<file path="src/rtl/pkmn_game_pkg.sv">
// Shared types and constants for the main-game screen: facing directions,
// sequencer states, USB HID key codes and the default tile size.
package pkmn_game_pkg;

   typedef enum logic [1:0] {
      DOWN  = 2'd0,
      UP    = 2'd1,
      LEFT  = 2'd2,
      RIGHT = 2'd3
   } dir_t;

   typedef enum logic [1:0] {
      ST_IDLE  = 2'd0,
      ST_TURN  = 2'd1,
      ST_QUERY = 2'd2,
      ST_STEP  = 2'd3
   } step_state_t;

   localparam logic [7:0] KEY_W     = 8'h1A;
   localparam logic [7:0] KEY_A     = 8'h04;
   localparam logic [7:0] KEY_S     = 8'h16;
   localparam logic [7:0] KEY_D     = 8'h07;
   localparam logic [7:0] KEY_B     = 8'h05;
   localparam logic [7:0] KEY_ENTER = 8'h28;
   localparam logic [7:0] KEY_ESC   = 8'h29;

   localparam int TILE_PX_DEFAULT = 16;

   // Returns {valid, dir}; any code that is not WASD decodes as "no key".
   function automatic logic [2:0] key_decode(input logic [7:0] code);
      logic [2:0] res;
      case (code)
         KEY_S:   res = {1'b1, DOWN};
         KEY_W:   res = {1'b1, UP};
         KEY_A:   res = {1'b1, LEFT};
         KEY_D:   res = {1'b1, RIGHT};
         default: res = 3'b000;
      endcase
      return res;
   endfunction

endpackage

</file>
<file path="src/rtl/frame_tick_gen.sv">
// Frame tick generator: brings the raw VGA vertical sync into the Clk domain
// and emits a one-cycle pulse on each synchronised rising edge.
module frame_tick_gen (
   input  logic Clk,
   input  logic Reset,
   input  logic i_vga_vs,
   output logic o_tick
);

   logic [2:0] r_vs_sync;

   always_ff @(posedge Clk) begin
      if (Reset) begin
         r_vs_sync <= 3'b000;
      end else begin
         r_vs_sync <= {r_vs_sync[1:0], i_vga_vs};
      end
   end

   // Bits [1:0] form the synchroniser pair, bit 2 is the edge-detect history.
   assign o_tick = r_vs_sync[1] & ~r_vs_sync[2];

endmodule

</file>
<file path="src/rtl/char_step_ctrl.sv">
// Player tile-step sequencer: WASD -> turn / collision query / one-tile step,
// advanced once per video frame. Optional running via `PKMN_RUN_EN (adds run_btn).
module char_step_ctrl
   import pkmn_game_pkg::*;
#(
   parameter int TILE_PX     = TILE_PX_DEFAULT,
   parameter int MAP_W       = 32,
   parameter int MAP_H       = 32,
   parameter int WALK_SPD    = 1,
   parameter int TURN_FRAMES = 4,
   parameter int START_X     = 5,
   parameter int START_Y     = 5
) (
   input  logic                       Clk,
   input  logic                       Reset,
   input  logic                       VGA_VS,
   input  logic                       enable,
   input  logic [7:0]                 keycode,
`ifdef PKMN_RUN_EN
   input  logic                       run_btn,
`endif
   output logic                       blk_req,
   output logic [$clog2(MAP_W)-1:0]   blk_x,
   output logic [$clog2(MAP_H)-1:0]   blk_y,
   input  logic                       blk_ack,
   input  logic                       blk_solid,
   output logic [$clog2(MAP_W)-1:0]   pos_x,
   output logic [$clog2(MAP_H)-1:0]   pos_y,
   output logic [$clog2(TILE_PX)-1:0] offset,
   output logic [1:0]                 direction,
   output logic                       moving,
   output logic [1:0]                 walk_frame
);

   localparam int XW = $clog2(MAP_W);
   localparam int YW = $clog2(MAP_H);
   localparam int OW = $clog2(TILE_PX);
   localparam int SW = OW + 2;
   localparam int CW = (TURN_FRAMES > 1) ? $clog2(TURN_FRAMES) : 1;

   step_state_t   r_state, w_state_next;
   logic [XW-1:0] r_pos_x, w_pos_x_next, r_tgt_x, w_tgt_x_next, w_cand_x;
   logic [YW-1:0] r_pos_y, w_pos_y_next, r_tgt_y, w_tgt_y_next, w_cand_y;
   logic [OW-1:0] r_offset, w_offset_next;
   dir_t          r_dir, w_dir_next, w_key_dir;
   logic          r_blk_req, w_blk_req_next;
   logic          r_parity, w_parity_next;
   logic          r_run, w_run_next;
   logic [CW-1:0] r_turn_cnt, w_turn_cnt_next;
   logic          w_tick, w_run_in, w_key_vld, w_off_map;
   logic [2:0]    w_key;
   logic [SW-1:0] w_spd, w_off_sum;

   frame_tick_gen u_tick (
      .Clk      (Clk),
      .Reset    (Reset),
      .i_vga_vs (VGA_VS),
      .o_tick   (w_tick)
   );

`ifdef PKMN_RUN_EN
   assign w_run_in = run_btn;
`else
   assign w_run_in = 1'b0;
`endif

   assign w_key     = key_decode(keycode);
   assign w_key_vld = w_key[2];
   assign w_key_dir = dir_t'(w_key[1:0]);

   // Neighbouring tile in the pressed direction and whether it leaves the map.
   always_comb begin
      w_cand_x  = r_pos_x;
      w_cand_y  = r_pos_y;
      w_off_map = 1'b0;
      case (w_key_dir)
         DOWN: begin
            w_off_map = (r_pos_y == YW'(MAP_H - 1));
            w_cand_y  = r_pos_y + 1'b1;
         end
         UP: begin
            w_off_map = (r_pos_y == '0);
            w_cand_y  = r_pos_y - 1'b1;
         end
         LEFT: begin
            w_off_map = (r_pos_x == '0);
            w_cand_x  = r_pos_x - 1'b1;
         end
         default: begin
            w_off_map = (r_pos_x == XW'(MAP_W - 1));
            w_cand_x  = r_pos_x + 1'b1;
         end
      endcase
   end

   assign w_spd     = r_run ? SW'(2 * WALK_SPD) : SW'(WALK_SPD);
   assign w_off_sum = {2'b00, r_offset} + w_spd;

   always_comb begin
      w_state_next    = r_state;
      w_pos_x_next    = r_pos_x;
      w_pos_y_next    = r_pos_y;
      w_tgt_x_next    = r_tgt_x;
      w_tgt_y_next    = r_tgt_y;
      w_offset_next   = r_offset;
      w_dir_next      = r_dir;
      w_blk_req_next  = r_blk_req;
      w_parity_next   = r_parity;
      w_run_next      = r_run;
      w_turn_cnt_next = r_turn_cnt;
      if (!enable) begin
         w_state_next   = ST_IDLE;
         w_offset_next  = '0;
         w_blk_req_next = 1'b0;
      end else begin
         case (r_state)
            ST_IDLE: begin
               if (w_tick && w_key_vld) begin
                  if (w_key_dir != r_dir) begin
                     w_dir_next      = w_key_dir;
                     w_turn_cnt_next = '0;
                     w_state_next    = ST_TURN;
                  end else if (!w_off_map) begin
                     w_tgt_x_next   = w_cand_x;
                     w_tgt_y_next   = w_cand_y;
                     w_blk_req_next = 1'b1;
                     w_state_next   = ST_QUERY;
                  end
               end
            end
            ST_TURN: begin
               if (w_tick) begin
                  if (r_turn_cnt == CW'(TURN_FRAMES - 1)) begin
                     w_state_next = ST_IDLE;
                  end else begin
                     w_turn_cnt_next = r_turn_cnt + 1'b1;
                  end
               end
            end
            ST_QUERY: begin
               if (blk_ack) begin
                  w_blk_req_next = 1'b0;
                  if (blk_solid) begin
                     w_state_next = ST_IDLE;
                  end else begin
                     w_state_next  = ST_STEP;
                     w_offset_next = '0;
                     w_run_next    = w_run_in;
                  end
               end
            end
            default: begin
               if (w_tick) begin
                  if (w_off_sum >= SW'(TILE_PX)) begin
                     w_pos_x_next  = r_tgt_x;
                     w_pos_y_next  = r_tgt_y;
                     w_offset_next = '0;
                     w_parity_next = ~r_parity;
                     w_state_next  = ST_IDLE;
                  end else begin
                     w_offset_next = w_off_sum[OW-1:0];
                  end
               end
            end
         endcase
      end
   end

   always_ff @(posedge Clk) begin
      if (Reset) begin
         r_state    <= ST_IDLE;
         r_pos_x    <= XW'(START_X);
         r_pos_y    <= YW'(START_Y);
         r_tgt_x    <= '0;
         r_tgt_y    <= '0;
         r_offset   <= '0;
         r_dir      <= DOWN;
         r_blk_req  <= 1'b0;
         r_parity   <= 1'b0;
         r_run      <= 1'b0;
         r_turn_cnt <= '0;
      end else begin
         r_state    <= w_state_next;
         r_pos_x    <= w_pos_x_next;
         r_pos_y    <= w_pos_y_next;
         r_tgt_x    <= w_tgt_x_next;
         r_tgt_y    <= w_tgt_y_next;
         r_offset   <= w_offset_next;
         r_dir      <= w_dir_next;
         r_blk_req  <= w_blk_req_next;
         r_parity   <= w_parity_next;
         r_run      <= w_run_next;
         r_turn_cnt <= w_turn_cnt_next;
      end
   end

   assign blk_req    = r_blk_req;
   assign blk_x      = r_tgt_x;
   assign blk_y      = r_tgt_y;
   assign pos_x      = r_pos_x;
   assign pos_y      = r_pos_y;
   assign offset     = r_offset;
   assign direction  = r_dir;
   assign moving     = (r_state == ST_STEP);
   // Stride frame shows for the first half of the tile, standing pose for the rest.
   assign walk_frame = !moving                     ? 2'd0 :
                       (r_offset < OW'(TILE_PX/2)) ? (r_parity ? 2'd2 : 2'd1) : 2'd0;

endmodule

</file>
<file path="config.mk">
export PLATFORM = sky130hd
export DESIGN_NAME = char_step_ctrl
export DESIGN_NICKNAME = d
export VERILOG_FILES = /design/src/rtl/pkmn_game_pkg.sv /design/src/rtl/frame_tick_gen.sv /design/src/rtl/char_step_ctrl.sv
export SDC_FILE = /design/constraint.sdc
export NUM_CORES = 1
export LEC_CHECK = 0
export CAP_MARGIN = 0
export CORE_ASPECT_RATIO = 0.8
export CORE_MARGIN = 10
export CORE_UTILIZATION = 56
export CTS_CLUSTER_DIAMETER = 200
export DETAILED_ROUTE_END_ITERATION = 6
export GPL_ROUTABILITY_DRIVEN = 0
export GPL_TIMING_DRIVEN = 1
export PLACE_DENSITY = 0.87
export SLEW_MARGIN = 0
export SYNTH_ARGS = -nofsm -noshare
export SYNTH_HDL_FRONTEND = slang
export SYNTH_HIERARCHICAL = 1
export SYNTH_SLANG_ARGS = --single-unit
export TNS_END_PERCENT = 1
</file>
<file path="constraint.sdc">
create_clock -name Clk -period 5.96 [get_ports Clk]
set_clock_uncertainty 0.05 [all_clocks]
set_input_delay 1.49 -clock Clk [delete_from_list [all_inputs] [get_ports Clk]]
set_output_delay 1.49 -clock Clk [all_outputs]
set_load 0.01 [all_outputs]
</file>
== After elaboration in Yosys (flattened, before gate mapping) ==
Cells that the tools add are included.

* $mul: 0
* Bitwise operators: 8
* Reduce and logical (&&, ||, !) cells: 21
* Shift-type cells: 0
* Muxes and demuxes: 32
* Add/sub/neg operators: 6
* Equal/unequal tests: 23
* Div/mod/pow operators: 0
* $lt $le $gt $ge: 2

{| class="wikitable"
|+ Operator list
! kind !! number
|-
| $mux W2 || 16
|-
| $pmux W5 S2 || 2
|-
| $ne A2 B2 Y1 const B || 9
|-
| $eq A8 B3 Y1 const B || 2
|-
| $eq A8 B5 Y1 const B || 2
|-
| $mux W4 || 4
|-
| $pmux W3 S4 || 1
|-
| $reduce_and A4 Y1 || 3
|-
| $add A5 B1 Y5 const B || 2
|-
| $eq A5 B5 Y1 const B || 2
|-
| $logic_not A5 Y1 || 2
|-
| $reduce_and A5 Y1 || 2
|-
| $sub A5 B1 Y5 const B || 2
|-
| $eq A2 B2 Y1 const B || 4
|-
| $pmux W4 S2 || 1
|-
| $not A1 Y1 || 7
|-
| $reduce_and A7 Y1 || 1
|-
| $pmux W2 S3 || 1
|-
| $reduce_and A6 Y1 || 1
|-
| $reduce_bool A2 Y1 || 3
|-
| $reduce_or A2 Y1 || 3
|-
| $add A4 B1 Y5 const B || 1
|-
| $ge A5 B5 Y1 const B || 1
|-
| $eq A2 B1 Y1 const B || 2
|-
| 14 further kinds || 18
|}

* Register bits after elaboration: 35
* Bits of input ports: 14
* Memories kept: 0
* Bits in writable memories: 0
* Bits in latches: 0
* ROM bits: 0

== Logic depth before layout (Yosys ltp) ==
Gate-level depths: netlist of the first run.

* Depth in word-level cells: 8
* Mapped depth: 11
* Gate-level depth less buffers: 10

== Modules after synthesis ==
The synthesis of the first run kept the hierarchy.

{| class="wikitable"
|+ Modules (own cells, without submodules)
! module !! instances !! area an instance (sq um) !! cells each
|-
| char_step_ctrl || 1 || 2133.3 || 238
|-
| frame_tick_gen || 1 || 87.6 || 7
|}

== Least setup slack after synthesis of the first run ==
No wires, ideal clock.

* Path type: input-to-reg
* From: in keycode[3]
* To: reg r_tgt_x[0], in the netlist blk_x[0]
* Library setup time: 121 ps
* Cell stages on the path: 10
* Path slack: 1712 ps
* Data arrival time: 4076 ps
* Path buffers: 2
* Required time: 5789 ps
* Cell sequence: or3b_1 or3_4 buf_6 ha_1 nor4b_1 a221oi_1 o221ai_1 or3_1 buf_6 mux2_4

* Word-level cells in the longest chain between the ends: 6
* Elaborated cells on any way between the ends: 16

{| class="wikitable"
|+ RTL lines
! element !! RTL line !! source
|-
| start, declared || char_step_ctrl.sv:18 || <nowiki>input logic [7:0] keycode,</nowiki>
|-
| $eq A8 B3 Y1 or $eq A8 B5 Y1 (tied branches) || pkmn_game_pkg.sv:32 || <nowiki>case (code)</nowiki>
|-
| $pmux W3 S4 (*) || pkmn_game_pkg.sv:32 ||
|-
| $eq A2 B2 Y1 (tied with other cells) || char_step_ctrl.sv:76 || <nowiki>case (w_key_dir)</nowiki>
|-
| $pmux W1 S3 || char_step_ctrl.sv:76 ||
|-
| $not A1 Y1 (no line) || -- ||
|-
| $reduce_and A5 Y1 (no line) || -- ||
|-
| end signal, assigned || char_step_ctrl.sv:186 || <nowiki>r_tgt_x <= w_tgt_x_next;</nowiki>
|-
| end, declared || char_step_ctrl.sv:42 || <nowiki>logic [XW-1:0] r_pos_x, w_pos_x_next, r_tgt_x, w_tgt_x_next, w_cand_x;</nowiki>
|}

Every way passes the cells marked *; elsewhere a longest branch is shown, timed or not.
A chain may end at the register's enable or synchronous reset.

== Final worst setup path of the first run ==
* From: in keycode[2]
* To: reg r_tgt_x[2], in the netlist blk_x[2]

The elaborated chain is that of the path after synthesis.

==> results of run 1 <==
placed cells by master (no fill, tap or decap), types with 3 or more instances in the layout:
cell,Yosys,final
nand2b_1,3,3
a22oi_1,3,3
mux2_4,7,7
xnor2_1,10,10
a21oi_1,13,13
xor2_1,4,4
nor3_1,6,6
nand2_1,18,18
o21ai_0,3,3
o31ai_1,3,3
nand3_1,9,9
clkbuf_8,0,7
mux2i_1,14,14
clkdlybuf4s50_1,0,43
dfxtp_1,35,35
inv_1,10,10
ha_1,11,11
nor2b_1,12,12
nand4_1,3,3
and3_1,3,3
a211oi_1,4,4
nor2_1,22,22
and3b_1,3,3
path summary, 6_finish.rpt:
| check | start | endpoint | cells after the start |
|---|---|---|---|
| max | keycode[2] | blk_x[2] | 10 |
| min | blk_req | blk_req | 2 |
| min reg2reg | blk_req | blk_req | 2 |
| max reg2reg | u_tick/r_vs_sync[1] | blk_x[2] | 6 |
per-layer routing:
layer,global-route usage [%],share of wire [%]
met5,0,0
met4,7.937,2.4
met3,4.035,5.3
met2,25.29,46
met1,20.50,47
logic make-up (layout without fill, tap and decap cells):
| logic type | after synthesis | in the layout | share of synthesized area (%) |
|---|---|---|---|
| compound gates | 48 | 48 | 16.17 |
| fa+ha+maj | 13 | 13 | 8.000 |
| flops | 35 | 35 | 31.55 |
| simple gates | 94 | 94 | 23.44 |
| buf+inv | 20 | 64 | 4.282 |
| mux | 21 | 21 | 11.04 |
| xor+xnor | 14 | 14 | 5.521 |
critical path: stages:
cell and delay, ps:
clkdlybuf4s50_1 520, or3b_1 400, or3_4 480, inv_1 330, ha_1 380, nor4b_1 290, a221oi_1 160, o221ai_1 210
or3_1 540, mux2_4 350
cell type report:
cell class	count	area, um2
fill	295	1018
tap	55	68.82
multi-input combinational	190	1425
sequential	35	700.7
inverter	11	41.29
timing repair buffer	45	445.4
clock inverter	1	7.507
clock buffer	7	96.34
synthesized netlist by cell type, types with 3 or more instances:
cell and instances:
a21oi_1 13, mux2i_1 14, nor2b_1 12, dfxtp_1 35, inv_1 10, nand2b_1 3
a22oi_1 3, and3_1 3, nor2_1 22, xnor2_1 10, and3b_1 3, nand2_1 18
ha_1 11, nor3_1 6, nand3_1 9, mux2_4 7, xor2_1 4, clkbuf_1 5
o31ai_1 3, nand4_1 3, o21ai_0 3, a211oi_1 4
state kept, by name (all words and copies together), names as in the netlist:
signal            count
blk_x                 5
pos_y                 5
blk_y                 5
blk_req               1
direction             2
r_turn_cnt            2
u_tick/r_vs_sync      3
r_parity              1
pos_x                 5
r_state               2
offset                4
per-stage QoR:
| step | std cells | worst slack [ps] | util [%] | power (mW) | cell area [um2] |
|---|---|---|---|---|---|
| finish | 344 | 918.0 | 73.22 | 0.4599 | 2785 |
| global route | 344 | 705.6 | 73.22 | 0.4744 | 2785 |
| CTS | 344 | 946.7 | 73.22 | 0.4610 | 2785 |
| detailed placement | 336 | 705.8 | 70.49 | 0.2702 | 2681 |
| global placement | 336 | 803.0 | 70.49 | 0.2696 | 2681 |
| floorplan | 245 | 1712 | - | 0.2553 | 2221 |
power by group:
group / switching [mW] / internal (mW)
sequential: 0.000285 / 0.235
clock: 0.0893 / 0.105
combinational: 0.0162 / 0.0145
==> impl_results.md, run 1 <==
* 1st-pass router iterations at 4
* Pwr per Cell Area at 165.1 mW/mm2
* Root Buffer: clkbuf_8
* Fraction of layout cells with a size suffix above 1 at 9.343%
* WP data required at 6090 ps
* Resized Gates After CTS at 0
* Period utilization at 84.60%
* Detailed placer's ending HPWL at 4062 um
* Total grt overflow at 0
* Std cell rows at 20
* Port Buf Inserts at 43
* R2R Setup Slk at 3420 ps
* DRC violations left at 0
* RSZ-0062 raised after global routing: false
* Worst skew pair latency at 300 ps
* P_leak at 1.044 nW
* First-pass GRT wire length at 9542 um
* Slew Limit Fails at 0
* Post-synth EDFFs at 0
* Synth async-reset ratio at 0%
* Outcome: finished, final reports clean
* Largest cells by area after synthesis: dfxtp_1 32%, mux2i_1 6.3%, ha_1 6.2%
* TritonCTS buffer count at 5
* Die ar. at 0.006901 mm2
* Fmax at 0.1983 GHz
* Post-synth top area share at 31.55%
* Dominant synthesized flop cell: dfxtp_1
* Worst slew pin tran at 628.1 ps
* Area grow syn2layout at 25.41%
* Die height at 76.33 um
* Total track usage at 16.28%
* Hold Path Class: reg2reg
* Number of vias in the routed layout at 2004
* Initial Utilization at 58.39%
* Critical path class: in2reg
* Slew margin rel. at 58.12%
* TNS Setup at 0 ps
* CTS tree: done
* Initial antenna violation count at 0
* CP Launch Type: input port
* Mapped Cells at 245
* Antenna cell count at 0
* Post-route minimum period at 5042 ps
* Worst vdd ir at 0.1408 mV
* Via density at 5.826
* Hold_buf cts at 0
* Crit end category: register
* Synth Cell Area at 0.002221 mm2
* Routed WL per cell at 16.35 um
* Post CTS Setup Buffer Count at 0
* Hold WS at 392.1 ps
* Post-synth top area cell: dfxtp_1
* WL final at 5623 um
* Largest net degree at the start of global routing at 32
* ANT nets after route at 0
* # nets final at 315
* Synthesized flop and latch total at 35
* Synthesized net count at 272
* Warnings from Yosys at 6
* Post-synthesis sequential area ratio at 31.55%
* Clock transition at path regs at 70 ps
* Num Clock Sinks at 35
* Worst path arrival time at 5180 ps
* # setup viols final at 0
* Core region area at 0.003804 mm2
* Starting DRT DRC Count at 177
* Vias in the first global route at 1957
* Final hold viol count at 0
* IO Count at 44
* Max-Cap Viols at 0
* Die W at 90.41 um
* Synthesized area per cell at 9.065 um2
* CP Max Fanout at 13
* Number of H-tree levels at 2
* Longest Clk Path Bufs at 2
* Unique masters post-synth at 58
(Power assumes the default switching activity.)
==> run 2, diff against run 1 <==
CORE_UTILIZATION = 52   (was 56)
PLACE_DENSITY = 0.81   (was 0.87)
clock period = 5.1 ns   (was 5.96 ns; I/O delays follow)
==> impl_results.md, run 2 (synthesis results as in run 1) <==
* TNS Setup at 0 ps (unchanged)
* # nets final at 317 (+0.63%)
* M3 GR Usage at 4.468% (+0.43 points)
* Worst path arrival time at 4730 ps (-450 ps)
* IO Count at 44 (unchanged)
* Fmax at 0.2173 GHz
* Starting DRT DRC Count at 146 (-18%)
* Gr busiest metal: met2
* Finished Core Util at 66.85% (-6.4 points)
* Total track usage at 14.91% (-1.4 points)
* Total grt overflow at 0 (unchanged)
* Post-route minimum period at 4603 ps
* DRC violations left at 0 (unchanged)
* Clock transition at path regs at 70 ps (about the same)
* Slew Limit Fails at 0 (unchanged)
* CTS tree: done
* Std cell rows at 21 (+5.0%)
* Core region area at 0.004151 mm2 (+9.1%)
* Final hold viol count at 0 (unchanged)
* Vias in the first global route at 1911 (-2.4%)
* Crit end category: register
* WP data required at 5220 ps (-870 ps)
* WL final at 5410 um (-3.8%)
* Period utilization at 90.25%
* Met1 Resource Use GR at 19.01% (-1.5 points)
* Worst vdd ir at 0.1455 mV (+3.3%)
* Worst skew pair latency at 280 ps (-20 ps)
* Port Buf Inserts at 43 (unchanged)
* Most frequent cells in the layout: 43 x clkdlybuf4s50_1, 35 x dfxtp_1, 22 x nor2_1
* CP Max Fanout at 13 (unchanged)
* Area grow syn2layout at 24.96%
* Initial antenna violation count at 0 (unchanged)
* Critical path, cell by cell: clkdlybuf4s50_1 -> or3b_1 -> or3_4 -> ha_1 -> nor4b_1 -> a221oi_1 -> o221ai_1 -> or3_1 -> mux2_4
* RSZ-0062 raised after global routing: false
* Cell family with the largest share of critical-path delay: simple AND/OR/NAND/NOR gates
* 1st-pass router iterations at 4 (unchanged)
* Critical path buffer and inverter count at 1 (-1)
* Root Buffer: clkbuf_8
* Via density at 5.650 (-3.0%)
* Fraction of layout cells with a size suffix above 1 at 9.343% (unchanged)
* Hold Path Class: reg2reg
* Resized Gates After CTS at 0 (unchanged)
* Max-Cap Viols at 0 (unchanged)
* Die W at 93.07 um (+2.9%)
* TritonCTS buffer count at 5 (unchanged)
* Slew margin rel. at 58.46% (+0.34 points)
* P_leak at 1.041 nW (-0.33%)
* Longest Clk Path Bufs at 2 (unchanged)
* Num Clock Sinks at 35 (unchanged)
* Die ar. at 0.007301 mm2 (+5.8%)
* Detailed placer's ending HPWL at 4000 um (-1.5%)
* Number of H-tree levels at 2 (unchanged)
* GR Util met2 at 23.50% (-1.8 points)
* Commonest non-fill, non-tap cell in the layout: clkdlybuf4s50_1
* Post CTS Setup Buffer Count at 0 (unchanged)
* # setup viols final at 0 (unchanged)
* Slowest cell on crit path: or3_1
* Antenna cell count at 0 (unchanged)
* Hold_buf cts at 0 (unchanged)
* Pwr per Cell Area at 177.7 mW/mm2 (+7.6%)
* Critical path class: in2reg
* CP Launch Type: input port
* Routed WL per cell at 15.64 um (-4.3%)
* Worst slew pin tran at 623.0 ps (-5.105 ps)
* Outcome: finished, final reports clean
* Die height at 78.46 um (+2.8%)
* Number of vias in the routed layout at 1955 (-2.4%)
* Slowest cell delay on critical path at 610 ps (+70 ps)
* Initial Utilization at 53.50% (-4.9 points)
* ANT nets after route at 0 (unchanged)
* Largest net degree at the start of global routing at 32 (unchanged)
* First-pass GRT wire length at 9128 um (-4.3%)
[run 2: cell type report]
| class | count | area, um2 |
|---|---|---|
| Multi-Input combinational cell | 190 | 1425 |
| Clock inverter | 1 | 7.507 |
| Clock buffer | 5 | 68.82 |
| Fill cell | 359 | 1376 |
| Timing Repair Buffer | 47 | 460.4 |
| Sequential cell | 35 | 700.7 |
| Tap cell | 57 | 71.32 |
| Inverter | 11 | 41.29 |
[run 2: per-stage QoR]
step | worst slack (ps) | instance area, um2 | total power, mW | hold WS, ps | std cells
final | 497.5 | 2775 | 0.4932 | 386.7 | 346
after global routing | 295.0 | 2775 | 0.5121 | 409.7 | 346
after CTS | 508.6 | 2775 | 0.4969 | 390.6 | 346
after detailed placement | 230.5 | 2699 | 0.3161 | 375.6 | 340
after global placement | 313.2 | 2699 | 0.3154 | 369.4 | 340
after floorplan | 1067 | 2221 | 0.2984 | 363.8 | 245
[run 2: per-layer routing]
layer  share of wire (%)  wire length (um)  vias to the layer above
met3                 6.1               328                        9
met5                   0                 0                        -
met2                  45              2425                       58
li1                    -                 -                      977
met4                 1.3                70                        0
met1                  48              2587                      911
[run 2: report_power, final]
part | switching [mW] | internal [mW] | total (mW)
logic | 0.0188 | 0.0170 | 0.0358
registers | 0.000320 | 0.274 | 0.275
clock network | 0.0924 | 0.0904 | 0.183
total | 0.111 | 0.382 | 0.493
[run 2: worst paths after layout]
path | slack, ps | endpoint | start | cells after the start
max reg2reg | 2570 | blk_x[1] | u_tick/r_vs_sync[1] | 6
min | 390 | u_tick/r_vs_sync[1] | u_tick/r_vs_sync[0] | 1
max | 500 | blk_x[1] | keycode[2] | 9
min reg2reg | 390 | u_tick/r_vs_sync[1] | u_tick/r_vs_sync[0] | 1
